==> config.mk <==
export PLATFORM = sky130hd
export DESIGN_NAME = mdc_stage_commutator_flat
export DESIGN_NICKNAME = d
export VERILOG_FILES = /design/src/rtl/mdc_fft_pkg.sv /design/src/rtl/mdc_stage_commutator_if.sv /design/src/rtl/mdc_delay_line.sv /design/src/rtl/mdc_stage_commutator.sv /design/src/flat_wrapper.sv
export SDC_FILE = /design/constraint.sdc
export NUM_CORES = 1
export LEC_CHECK = 0
export ABC_AREA = 1
export BUFFER_PORTS_ARGS = -buffer_cell sky130_fd_sc_hd__buf_2
export CORE_MARGIN = 1.5
export CORE_UTILIZATION = 51
export CTS_BUF_LIST = sky130_fd_sc_hd__clkbuf_4 sky130_fd_sc_hd__clkbuf_8
export CTS_CLUSTER_SIZE = 12
export DETAILED_ROUTE_END_ITERATION = 16
export GPL_TIMING_DRIVEN = 0
export PLACE_DENSITY = 0.69
export SLEW_MARGIN = 30
export SYNTH_ARGS = -nofsm -noshare
export SYNTH_HDL_FRONTEND = slang
export SYNTH_HIERARCHICAL = 1
export SYNTH_SLANG_ARGS = --single-unit
==> constraint.sdc <==
create_clock -name clk -period 6.06 [get_ports clk]
set_clock_uncertainty 0.05 [all_clocks]
set_input_delay 1.212 -clock clk [delete_from_list [all_inputs] [get_ports clk]]
set_output_delay 1.212 -clock clk [all_outputs]
set_load 0.02 [all_outputs]
==> src/rtl/mdc_fft_pkg.sv <==
// Shared constants for the 32-point MDC FFT: sample width, per-stage delays, clog2 helper.
package mdc_fft_pkg;

    localparam int MDC_WIDTH    = 9;
    localparam int MDC_DELAY_S0 = 16;
    localparam int MDC_DELAY_S1 = 8;
    localparam int MDC_DELAY_S2 = 4;
    localparam int MDC_DELAY_S3 = 2;
    localparam int MDC_DELAY_S4 = 1;

    function automatic int mdc_clog2(input int value);
        int r;
        int v;
        r = 0;
        v = value - 1;
        while (v > 0) begin
            r = r + 1;
            v = v >> 1;
        end
        return r;
    endfunction

endpackage

==> src/rtl/mdc_stage_commutator_if.sv <==
// Sample-pair stream into and out of one MDC commutator stage.
interface mdc_stage_commutator_if
    import mdc_fft_pkg::*;
#(
    parameter int WIDTH = MDC_WIDTH
);

    logic                    in_valid;
    logic signed [WIDTH-1:0] up_in_re;
    logic signed [WIDTH-1:0] up_in_im;
    logic signed [WIDTH-1:0] low_in_re;
    logic signed [WIDTH-1:0] low_in_im;
    logic                    out_valid;
    logic signed [WIDTH-1:0] up_out_re;
    logic signed [WIDTH-1:0] up_out_im;
    logic signed [WIDTH-1:0] low_out_re;
    logic signed [WIDTH-1:0] low_out_im;

    modport master (
        output in_valid, up_in_re, up_in_im, low_in_re, low_in_im,
        input  out_valid, up_out_re, up_out_im, low_out_re, low_out_im
    );

    modport slave (
        input  in_valid, up_in_re, up_in_im, low_in_re, low_in_im,
        output out_valid, up_out_re, up_out_im, low_out_re, low_out_im
    );

endinterface

==> src/rtl/mdc_delay_line.sv <==
// Enable-gated complex shift register; tail is the input from DEPTH accepted samples ago.
module mdc_delay_line
    import mdc_fft_pkg::*;
#(
    parameter int WIDTH = MDC_WIDTH,
    parameter int DEPTH = MDC_DELAY_S1
) (
    input  logic                    clk,
    input  logic                    rst,
    input  logic                    i_en,
    input  logic signed [WIDTH-1:0] i_re,
    input  logic signed [WIDTH-1:0] i_im,
    output logic signed [WIDTH-1:0] o_re,
    output logic signed [WIDTH-1:0] o_im
);

    logic signed [WIDTH-1:0] r_re [DEPTH];
    logic signed [WIDTH-1:0] r_im [DEPTH];

    always_ff @(posedge clk or posedge rst) begin
        if (rst) begin
            for (int i = 0; i < DEPTH; i++) begin
                r_re[i] <= '0;
                r_im[i] <= '0;
            end
        end else if (i_en) begin
            r_re[0] <= i_re;
            r_im[0] <= i_im;
            for (int i = 1; i < DEPTH; i++) begin
                r_re[i] <= r_re[i-1];
                r_im[i] <= r_im[i-1];
            end
        end
    end

    assign o_re = r_re[DEPTH-1];
    assign o_im = r_im[DEPTH-1];

endmodule

==> src/rtl/mdc_stage_commutator.sv <==
// MDC stage commutator: delay/switch/delay with registered butterfly-aligned outputs.
// Optional synchronous flush port enabled by defining MDC_COMM_FLUSH_EN.
module mdc_stage_commutator
    import mdc_fft_pkg::*;
#(
    parameter int WIDTH = MDC_WIDTH,
    parameter int DELAY = MDC_DELAY_S1
) (
    input  logic clk,
    input  logic rst,
`ifdef MDC_COMM_FLUSH_EN
    input  logic flush,
`endif
    mdc_stage_commutator_if.slave io
);

    localparam int CNT_W   = mdc_clog2(DELAY) + 1;
    localparam int PRIME_W = mdc_clog2(2 * DELAY) + 1;
    localparam logic [PRIME_W-1:0] PRIME_FULL = PRIME_W'(2 * DELAY);

    logic [CNT_W-1:0]        r_cnt;
    logic [PRIME_W-1:0]      r_prime;
    logic                    w_flush;
    logic                    w_accept;
    logic                    w_sel;
    logic                    w_primed;
    logic signed [WIDTH-1:0] w_ud_re, w_ud_im, w_ld_re, w_ld_im;
    logic signed [WIDTH-1:0] w_ld_in_re, w_ld_in_im, w_sw_up_re, w_sw_up_im;
    logic                    r_vld_p1;
    logic signed [WIDTH-1:0] r_up_re_p1, r_up_im_p1, r_low_re_p1, r_low_im_p1;

`ifdef MDC_COMM_FLUSH_EN
    assign w_flush = flush;
`else
    assign w_flush = 1'b0;
`endif

    assign w_accept = io.in_valid & ~w_flush;
    // cnt wraps naturally at 2*DELAY; its MSB marks the cross half of each frame
    assign w_sel    = r_cnt[CNT_W-1];
    assign w_primed = (r_prime >= PRIME_FULL);

    always_comb begin
        w_sw_up_re = w_ud_re;
        w_sw_up_im = w_ud_im;
        w_ld_in_re = io.low_in_re;
        w_ld_in_im = io.low_in_im;
        if (w_sel) begin
            w_sw_up_re = io.low_in_re;
            w_sw_up_im = io.low_in_im;
            w_ld_in_re = w_ud_re;
            w_ld_in_im = w_ud_im;
        end
    end

    mdc_delay_line #(.WIDTH(WIDTH), .DEPTH(DELAY)) u_ud (
        .clk (clk),
        .rst (rst),
        .i_en(w_accept),
        .i_re(io.up_in_re),
        .i_im(io.up_in_im),
        .o_re(w_ud_re),
        .o_im(w_ud_im)
    );

    mdc_delay_line #(.WIDTH(WIDTH), .DEPTH(DELAY)) u_ld (
        .clk (clk),
        .rst (rst),
        .i_en(w_accept),
        .i_re(w_ld_in_re),
        .i_im(w_ld_in_im),
        .o_re(w_ld_re),
        .o_im(w_ld_im)
    );

    always_ff @(posedge clk or posedge rst) begin
        if (rst) begin
            r_cnt    <= '0;
            r_prime  <= '0;
            r_vld_p1 <= 1'b0;
        end else if (w_flush) begin
            r_cnt    <= '0;
            r_prime  <= '0;
            r_vld_p1 <= 1'b0;
        end else begin
            r_vld_p1 <= w_accept & w_primed;
            if (w_accept) begin
                r_cnt <= r_cnt + CNT_W'(1);
                if (!w_primed) r_prime <= r_prime + PRIME_W'(1);
            end
        end
    end

    // output stage p1: loads on the same edge as the delay-line shift
    always_ff @(posedge clk or posedge rst) begin
        if (rst) begin
            r_up_re_p1  <= '0;
            r_up_im_p1  <= '0;
            r_low_re_p1 <= '0;
            r_low_im_p1 <= '0;
        end else if (w_accept) begin
            r_up_re_p1  <= w_sw_up_re;
            r_up_im_p1  <= w_sw_up_im;
            r_low_re_p1 <= w_ld_re;
            r_low_im_p1 <= w_ld_im;
        end
    end

    assign io.out_valid  = r_vld_p1;
    assign io.up_out_re  = r_up_re_p1;
    assign io.up_out_im  = r_up_im_p1;
    assign io.low_out_re = r_low_re_p1;
    assign io.low_out_im = r_low_im_p1;

endmodule
==> src/flat_wrapper.sv <==
// flat-port wrapper written by rule: the top's interface ports become plain ports
module mdc_stage_commutator_flat import mdc_fft_pkg::*;
#(
    parameter int WIDTH = MDC_WIDTH,
    parameter int DELAY = MDC_DELAY_S1
)
  (clk, rst, io_in_valid, io_up_in_re, io_up_in_im, io_low_in_re, io_low_in_im, io_out_valid, io_up_out_re, io_up_out_im, io_low_out_re, io_low_out_im);
  mdc_stage_commutator_if #(.WIDTH(WIDTH)) io_i ();
  input  logic clk;
  input  logic rst;
  input wire logic [$bits(io_i.in_valid)-1:0] io_in_valid;
  input wire logic [$bits(io_i.up_in_re)-1:0] io_up_in_re;
  input wire logic [$bits(io_i.up_in_im)-1:0] io_up_in_im;
  input wire logic [$bits(io_i.low_in_re)-1:0] io_low_in_re;
  input wire logic [$bits(io_i.low_in_im)-1:0] io_low_in_im;
  output wire logic [$bits(io_i.out_valid)-1:0] io_out_valid;
  output wire logic [$bits(io_i.up_out_re)-1:0] io_up_out_re;
  output wire logic [$bits(io_i.up_out_im)-1:0] io_up_out_im;
  output wire logic [$bits(io_i.low_out_re)-1:0] io_low_out_re;
  output wire logic [$bits(io_i.low_out_im)-1:0] io_low_out_im;
  assign io_i.in_valid = io_in_valid;
  assign io_i.up_in_re = io_up_in_re;
  assign io_i.up_in_im = io_up_in_im;
  assign io_i.low_in_re = io_low_in_re;
  assign io_i.low_in_im = io_low_in_im;
  assign io_out_valid = io_i.out_valid;
  assign io_up_out_re = io_i.up_out_re;
  assign io_up_out_im = io_i.up_out_im;
  assign io_low_out_re = io_i.low_out_re;
  assign io_low_out_im = io_i.low_out_im;
  mdc_stage_commutator #(.WIDTH(WIDTH), .DELAY(DELAY)) u_core (.clk(clk), .rst(rst), .io(io_i));
endmodule
==> results of run 1 <==
==> Yosys cell counts (all sizes together) <==
cell       n
nor2      20
nand3b     1
dfrtp    334
o21bai     1
o21ai     38
inv       13
nand2   1008
ha         2
clkbuf     1
nand3      3
xor2       3
buf      113
==> worst min-delay path by stage <==
stage | start | slack (ns) | cells after the start | endpoint
after global placement | u_core/io.low_out_re[1] | 0.40 | 2 | u_core/io.low_out_re[1]
after detailed placement | u_core/u_ud/r_im[69] | 0.41 | 2 | u_core/u_ud/r_im[60]
final | u_core/u_ld/r_re[35] | 0.41 | 2 | u_core/u_ld/r_re[26]
after floorplan | u_core/r_prime[4] | 0.39 | 2 | u_core/io.out_valid
after global routing | u_core/u_ld/r_re[18] | 0.43 | 2 | u_core/u_ld/r_re[9]
after CTS | u_core/u_ld/r_re[35] | 0.40 | 2 | u_core/u_ld/r_re[26]
==> cell families after synthesis <==
kind of cell,share of synthesized area [%]
xor gates and xnor gates,0.196
buffers and inverters,6.73
AOI/OAI and AO/OA,1.48
and+or+nand+nor,29.0
adders and majority gates,0.187
DFF,62.4
==> placed cells by master, fill, tap and decap left out, types with 6 or more instances in the layout <==
cell      synthesis  routed
nand2_1        1008    1008
dfrtp_1         334     334
buf_2            37     111
clkbuf_8          0      71
buf_4            54      54
o21ai_0          25      25
buf_6            22      22
nor2_1           20      20
clkbuf_4          0      19
o21ai_1          13      13
clkinv_2          0       8
inv_1             9       6
==> metrics by stage <==
stage	total power [mW]	instance area [um2]	util [%]	worst slack (ns)
after floorplan	3.60	13400	-	0.932
after global placement	3.86	14200	54.7	-0.694
after CTS	6.00	15400	59.6	3.62
after detailed placement	3.91	14300	55.0	3.89
after global routing	6.30	15400	59.6	3.60
final	5.91	15400	59.6	3.66
==> worst reg2reg max path, cell delays in order, from the launching register on <==
cell	delay, ns
dfrtp_1	0.36
clkbuf_1	0.39
o21ai_0	0.25
o21ai_1	0.17
==> layer usage <==
metal	part of all wire (%)	wire, um	vias to the layer above
li1	-	-	4883
met3	3.8	928	52
met2	51	12400	137
met5	0	0	-
met4	2.9	714	0
met1	43	10500	4406
==> power by group through the flow <==
stage / Combinational, mW / Sequential, mW / Clock (mW)
2_1_floorplan: 0.642 / 2.96 / 0
3_3_place_gp: 0.964 / 2.90 / 0
3_5_place_dp: 0.991 / 2.92 / 0
4_1_cts: 0.995 / 2.88 / 2.13
5_1_grt: 1.13 / 2.93 / 2.24
6_report: 0.978 / 2.88 / 2.06
==> flip-flops by register name, indices dropped and copies added (netlist names) <==
signal,count
u_core/u_ud/r_im,63
u_core/r_prime,5
u_core/io.up_out_im,9
u_core/io.low_out_im,9
u_core/r_cnt,4
u_core/u_ud/o_re,9
u_core/io.out_valid,1
u_core/u_ld/r_im,63
u_core/u_ld/o_im,9
u_core/u_ud/r_re,63
u_core/u_ld/r_re,63
u_core/io.up_out_re,9
u_core/io.low_out_re,9
u_core/u_ld/o_re,9
u_core/u_ud/o_im,9
==> layout make-up <==
class                   count  share of cell area [%]
flip-flops and latches    334                    54.1
well taps                 335                    2.71
inverters                  13                   0.494
clock buffers              90                    7.25
multi-input cells        1076                    26.7
plain buffers             114                    5.45
clock inverters            10                   0.510
repair buffers             76                    2.75
==> summary.md, run 1 <==
| Metric | Value |
|---|---|
| CTS H-tree depth | `2` |
| Post-Syn Area | `around 13000 um2` |
| Max incr delay on CP | `0.41 ns` |
| Syn Area/Cell | `8.71 um2` |
| R2r setup slk | `around 4.8 ns` |
| GR peak layer | `met2` |
| Dpl hpwl | `around 17000 um` |
| Top Family by Delay on Critical Path | `flip-flops` |
| Top-area cell type share of the netlist area | `about 62%` |
| CP Launch Type | `flip-flop` |
| Vias in the first global route | `roughly 9.3k` |
| RD Place Congestion | `between 0.8 and 0.9` |
| Post-CTS Setup Bufs | `0` |
| Fmax | `approximately 0.42 GHz` |
| Worst vdd ir | `217 uV` |
| Cells after synthesis | `~1.5k` |
| Layout Nets | `1710` |
| Hold crit path type | `reg2reg` |
| Slowest cell on the critical path | `dfrtp_1` |
| Total Neg Setup Slack | `0 ns` |
| RSZ-0062 raised after global routing | `false` |
| Clk network pwr share | `between 30% and 40%` |
| Clock transition at path regs | `around 0.06 ns` |
| CTS tree | `done` |
| Net Count, Synth | `about 1.6k` |
| Wirelength per Cell | `roughly 12 um` |
| Cts hold-fix bufs | `0` |
| Sw Ratio | `between 20 and 30%` |
| Tcrit/Tclk final | `between 30% and 40%` |
| Die X-Extent | `between 150 and 200 um` |
| Initial DRC count | `about 470` |
| Worst slew margin | `58.6%` |
| Buf/Inv on CP | `1` |
| Worst-case reg-to-reg path depth | `3` |
| WL final | `approximately 25000 um` |
| Final max-slew violation count | `0` |
| Placed cell count | `1948` |
| Largest net degree at the start of global routing | `just over 90` |
| Overall routing resource usage | `19.4%` |
| Worst Max-Slew Pin Slew | `0.620 ns` |
| Met1 GRT Util | `between 20% and 30%` |
| Via density | `roughly 4.6` |
| Multi-input gate area | `a little over 4000 um2` |
| TritonCTS Buffers | `54` |
| Chip height | `165 um` |
| Initial antenna violation count | `0` |
| Yosys warnings | `6` |
| Area delta synth->final | `15.4%` |
| Reg power frac | `48.7%` |
| Crit path max fanout | `2` |
| # DRC | `0` |
| M3 GR Usage | `under 10%` |
| Bufs on Longest Clock Path | `3` |
| Critical Path AT | `1.13 ns` |
| Clock Latency Late Sink | `about 0.56 ns` |
| Final setup viols | `0` |
| Share of cells above drive strength 1 | `17.3%` |
| Fin Hold WS | `approximately 0.41 ns` |
| Switch Pwr | `1.67 mW` |
| Internal power | `4.24 mW` |
| CP Capture Type | `primary output` |
| First-pass GRT wire length | `~43000 um` |
| Antenna fix cells | `0` |
| Crit path to | `io_up_out_re[0]` |
| Setup crit start | `u_core/io.up_out_re[0]` |
| Initial Util | `between 50% and 60%` |
| Layout fillers | `about 2.3k` |
| Critical-path cell list | `buf_2` |
| Critical R2R Launch | `u_core/r_cnt[3]` |
| CTS sink cnt | `334` |
| Final cell count without fillers | `around 2k` |
| Post-cts sizing count | `0` |
| Post-route ant nets | `0` |
| Total number of vias | `around 9.5k` |
| Die area | `27200 um2` |
| Crit path time final | `approximately 2.4 ns` |
| Req. time, crit path | `between 4 and 5 ns` |
| Synth unique cells | `18` |
| Stages on the worst setup path | `1` |
| Synth area leaders | `dfrtp_1 (62%), nand2_1 (28%), buf_4 (3.0%)` |
| Synthesized flop and latch total | `around 330` |
| Reg2reg end | `u_core/io.up_out_im[6]` |
| Leading area contributor after synthesis | `dfrtp_1` |
| Status | `completed` |
| Comb pwr share | `between 15 and 20%` |
| Ports | `76` |
| PortBufs | `74` |
| Seq/Total Area, Yosys | `62.4%` |
| Crit Path Class | `reg2out` |
| Leak | `between 8 and 9 nW` |
| GRT met2 Usage | `a little over a third` |
| PwrDens | `about 380 nW/um2` |
| Final Hold Vio Count | `0` |
| Clk root buf | `clkbuf_8` |
| Iteration count of the initial detailed-routing pass | `5` |
| MaxCap Viol Count | `0` |
| Global route total overflow | `0` |
| Row count | `59` |
| Core footprint | `around 26000 um2` |
| Register area | `8360 um2` |
(Power assumes the default switching activity.)
==> inputs of run 2 (changes only) <==
==> constraint.sdc (replaced) <==
create_clock -name clk -period 2.3 [get_ports clk]
set_clock_uncertainty 0.05 [all_clocks]
set_input_delay 0.46 -clock clk [delete_from_list [all_inputs] [get_ports clk]]
set_output_delay 0.46 -clock clk [all_outputs]
set_load 0.02 [all_outputs]
==> run 2 against run 1 <==
Die area did not move. Core utilization rose by 0.87 points. Non-clock buffer count rose by 11. Combinational power rose to 2.7 times the previous value. Total power rose to 2.7 times the previous value. Via count rose by 0.63%. Sequential share of layout area fell by 0.78 points. Critical path type unchanged.
==> summary.md, run 2 (synthesized netlist as in run 1, its figures left out) <==
| Metric | Value |
|---|---|
| Comb pwr share | `roughly 17%` |
| Post-CTS Setup Bufs | `0` |
| Reg power frac | `roughly half` |
| Switch Pwr | `4.36 mW` |
| Slowest cell on the critical path | `dfrtp_1` |
| Critical R2R Launch | `u_core/r_cnt[3]` |
| Crit Path Class | `reg2out` |
| Clk network pwr share | `between 30% and 40%` |
| Wirelength per Cell | `around 12 um` |
| Tcrit/Tclk final | `71.6%` |
| Leading cell type in the layout, fill and taps excluded | `nand2_1` |
| MaxCap Viol Count | `0` |
| Crit path time final | `about 1.6 ns` |
| Multi-input gate area | `slightly above 4000 um2` |
| Die X-Extent | `between 150 and 200 um` |
| Share of cells above drive strength 1 | `17.6%` |
| Largest net degree at the start of global routing | `33` |
| Vias in the first global route | `around 9.5k` |
| Most frequent cells in the layout | `nand2_1 (1008), dfrtp_1 (334), buf_2 (111)` |
| Leak | `just under 9 nW` |
| PortBufs | `74` |
| Via density | `roughly 4.6` |
| Clock transition at path regs | `0.06 ns` |
| Worst Max-Slew Pin Slew | `around 0.52 ns` |
| R2r setup slk | `between 0.9 and 1 ns` |
| Fmax | `a little over 0.6 GHz` |
| Dpl hpwl | `approximately 17000 um` |
| Area delta synth->final | `17.1%` |
| Worst slew margin | `between 60% and 70%` |
| CP Capture Type | `primary output` |
| Post-route ant nets | `0` |
| Final setup viols | `0` |
| Layout Nets | `1722` |
| Max incr delay on CP | `roughly 0.40 ns` |
| CTS H-tree depth | `2` |
| Fin Hold WS | `between 0.03 and 0.04 ns` |
| Row count | `59` |
| RSZ-0062 raised after global routing | `false` |
| First-pass GRT wire length | `42900 um` |
| Initial DRC count | `454` |
| Clock Latency Late Sink | `roughly 0.57 ns` |
| Critical Path AT | `around 1.1 ns` |
| Layout fillers | `2291` |
| Worst vdd ir | `~610 uV` |
| Crit path max fanout | `2` |
| Min-delay src | `io_up_in_re[8]` |
| PwrDens | `1000 nW/um2` |
| Overall routing resource usage | `19.5%` |
| Initial antenna violation count | `0` |
| WL final | `between 20000 and 25000 um` |
| Min-Delay Endpoint | `u_core/u_ud/r_re[71]` |
| TritonCTS Buffers | `55` |
| CP Launch Type | `flip-flop` |
| Critical-path cell list | `buf_2` |
| # DRC | `0` |
| Req. time, crit path | `~1.8 ns` |
| RD Place Congestion | `between 0.8 and 0.9` |
| Buf/Inv on CP | `1` |
| Chip height | `~170 um` |
| Sw Ratio | `around 28%` |
| Setup crit start | `u_core/io.up_out_re[0]` |
| Core footprint | `approximately 26000 um2` |
| CTS sink cnt | `between 300 and 400` |
| Bufs on Longest Clock Path | `3` |
| Reg2reg end | `u_core/io.up_out_im[6]` |
| Global route total overflow | `0` |
| CTS tree | `done` |
| Worst-case reg-to-reg path depth | `3` |
| Register area | `about 8400 um2` |
| Hold crit path type | `in2reg` |
| Internal power | `11.3 mW` |
| Iteration count of the initial detailed-routing pass | `5` |
| Total number of vias | `approximately 9.5k` |
| Hold path cells | `3` |
| Top Family by Delay on Critical Path | `flip-flops` |
| Ports | `76` |
| Initial Util | `~52%` |
| Antenna fix cells | `0` |
| Final max-slew violation count | `0` |
| Tot Pwr | `about 16 mW` |
| Status | `completed` |
| Clk root buf | `clkbuf_8` |
| Die area | `27200 um2` |
| Final Hold Vio Count | `0` |
[run 2: metrics by stage]
step	setup slack, ns	TNS (ns)	cells	instance area [um2]	util [%]
3_3_place_gp	-0.958	-277.87	1946	14200	54.7
5_1_grt	0.581	0	2058	15700	60.5
6_report	0.652	0	2058	15700	60.5
2_1_floorplan	-0.0150	-4.33	1537	13400	-
4_1_cts	0.606	0	2058	15700	60.5
3_5_place_dp	0.768	0	1957	14400	55.7
[run 2: how the worst max path moves through the flow]
| stage | end | slack (ns) | cells past startpoint |
|---|---|---|---|
| final | io_up_out_re[0] | 0.65 | 1 |
| after global routing | io_up_out_im[7] | 0.58 | 1 |
| after CTS | io_up_out_re[0] | 0.61 | 1 |
| after detailed placement | u_core/u_ld/o_re[6] | 0.77 | 5 |
| after global placement | u_core/u_ld/r_re[29] | -0.96 | 2 |
| after floorplan | u_core/u_ld/o_im[0] | -0.02 | 1 |
[run 2: metal layers]
layer / wire, um / track usage [%] / up-vias
met5: 0 / 0 / -
met4: 744 / 7.13 / 0
met3: 906 / 3.94 / 62
met2: 12600 / 35.6 / 161
met1: 10500 / 22.5 / 4408
li1: - / - / 4907
[run 2: worst register-to-register path: stages (launching register included)]
cell      delay (ns)
dfrtp_1         0.37
clkbuf_1        0.42
o21ai_0         0.25
o21ai_1         0.17
[run 2: cell type report]
type                            count  share of cell area [%]
Clock buffer                       96                    7.55
Tap cell                          335                    2.67
Timing Repair Buffer               87                    4.04
Buffer                            114                    5.37
Clock inverter                      3                   0.255
Multi-Input combinational cell   1076                    26.3
Inverter                           13                   0.439
Sequential cell                   334                    53.3
[run 2: power groups by stage]
stage               Sequential (mW)  Clock, mW  Combinational (mW)
detailed placement             7.67          0                2.66
global placement               7.64          0                2.54
floorplan                      7.79          0                1.69
finish                         7.58       5.51                2.63
CTS                            7.58       5.70                2.67
global route                   7.72       5.96                3.01
[run 2: what timing repair did]
action	CTS	global route
hold endpoints to repair	44	0
hold buffers	2	0
resized for setup	0	0
setup endpoints to repair	0	0
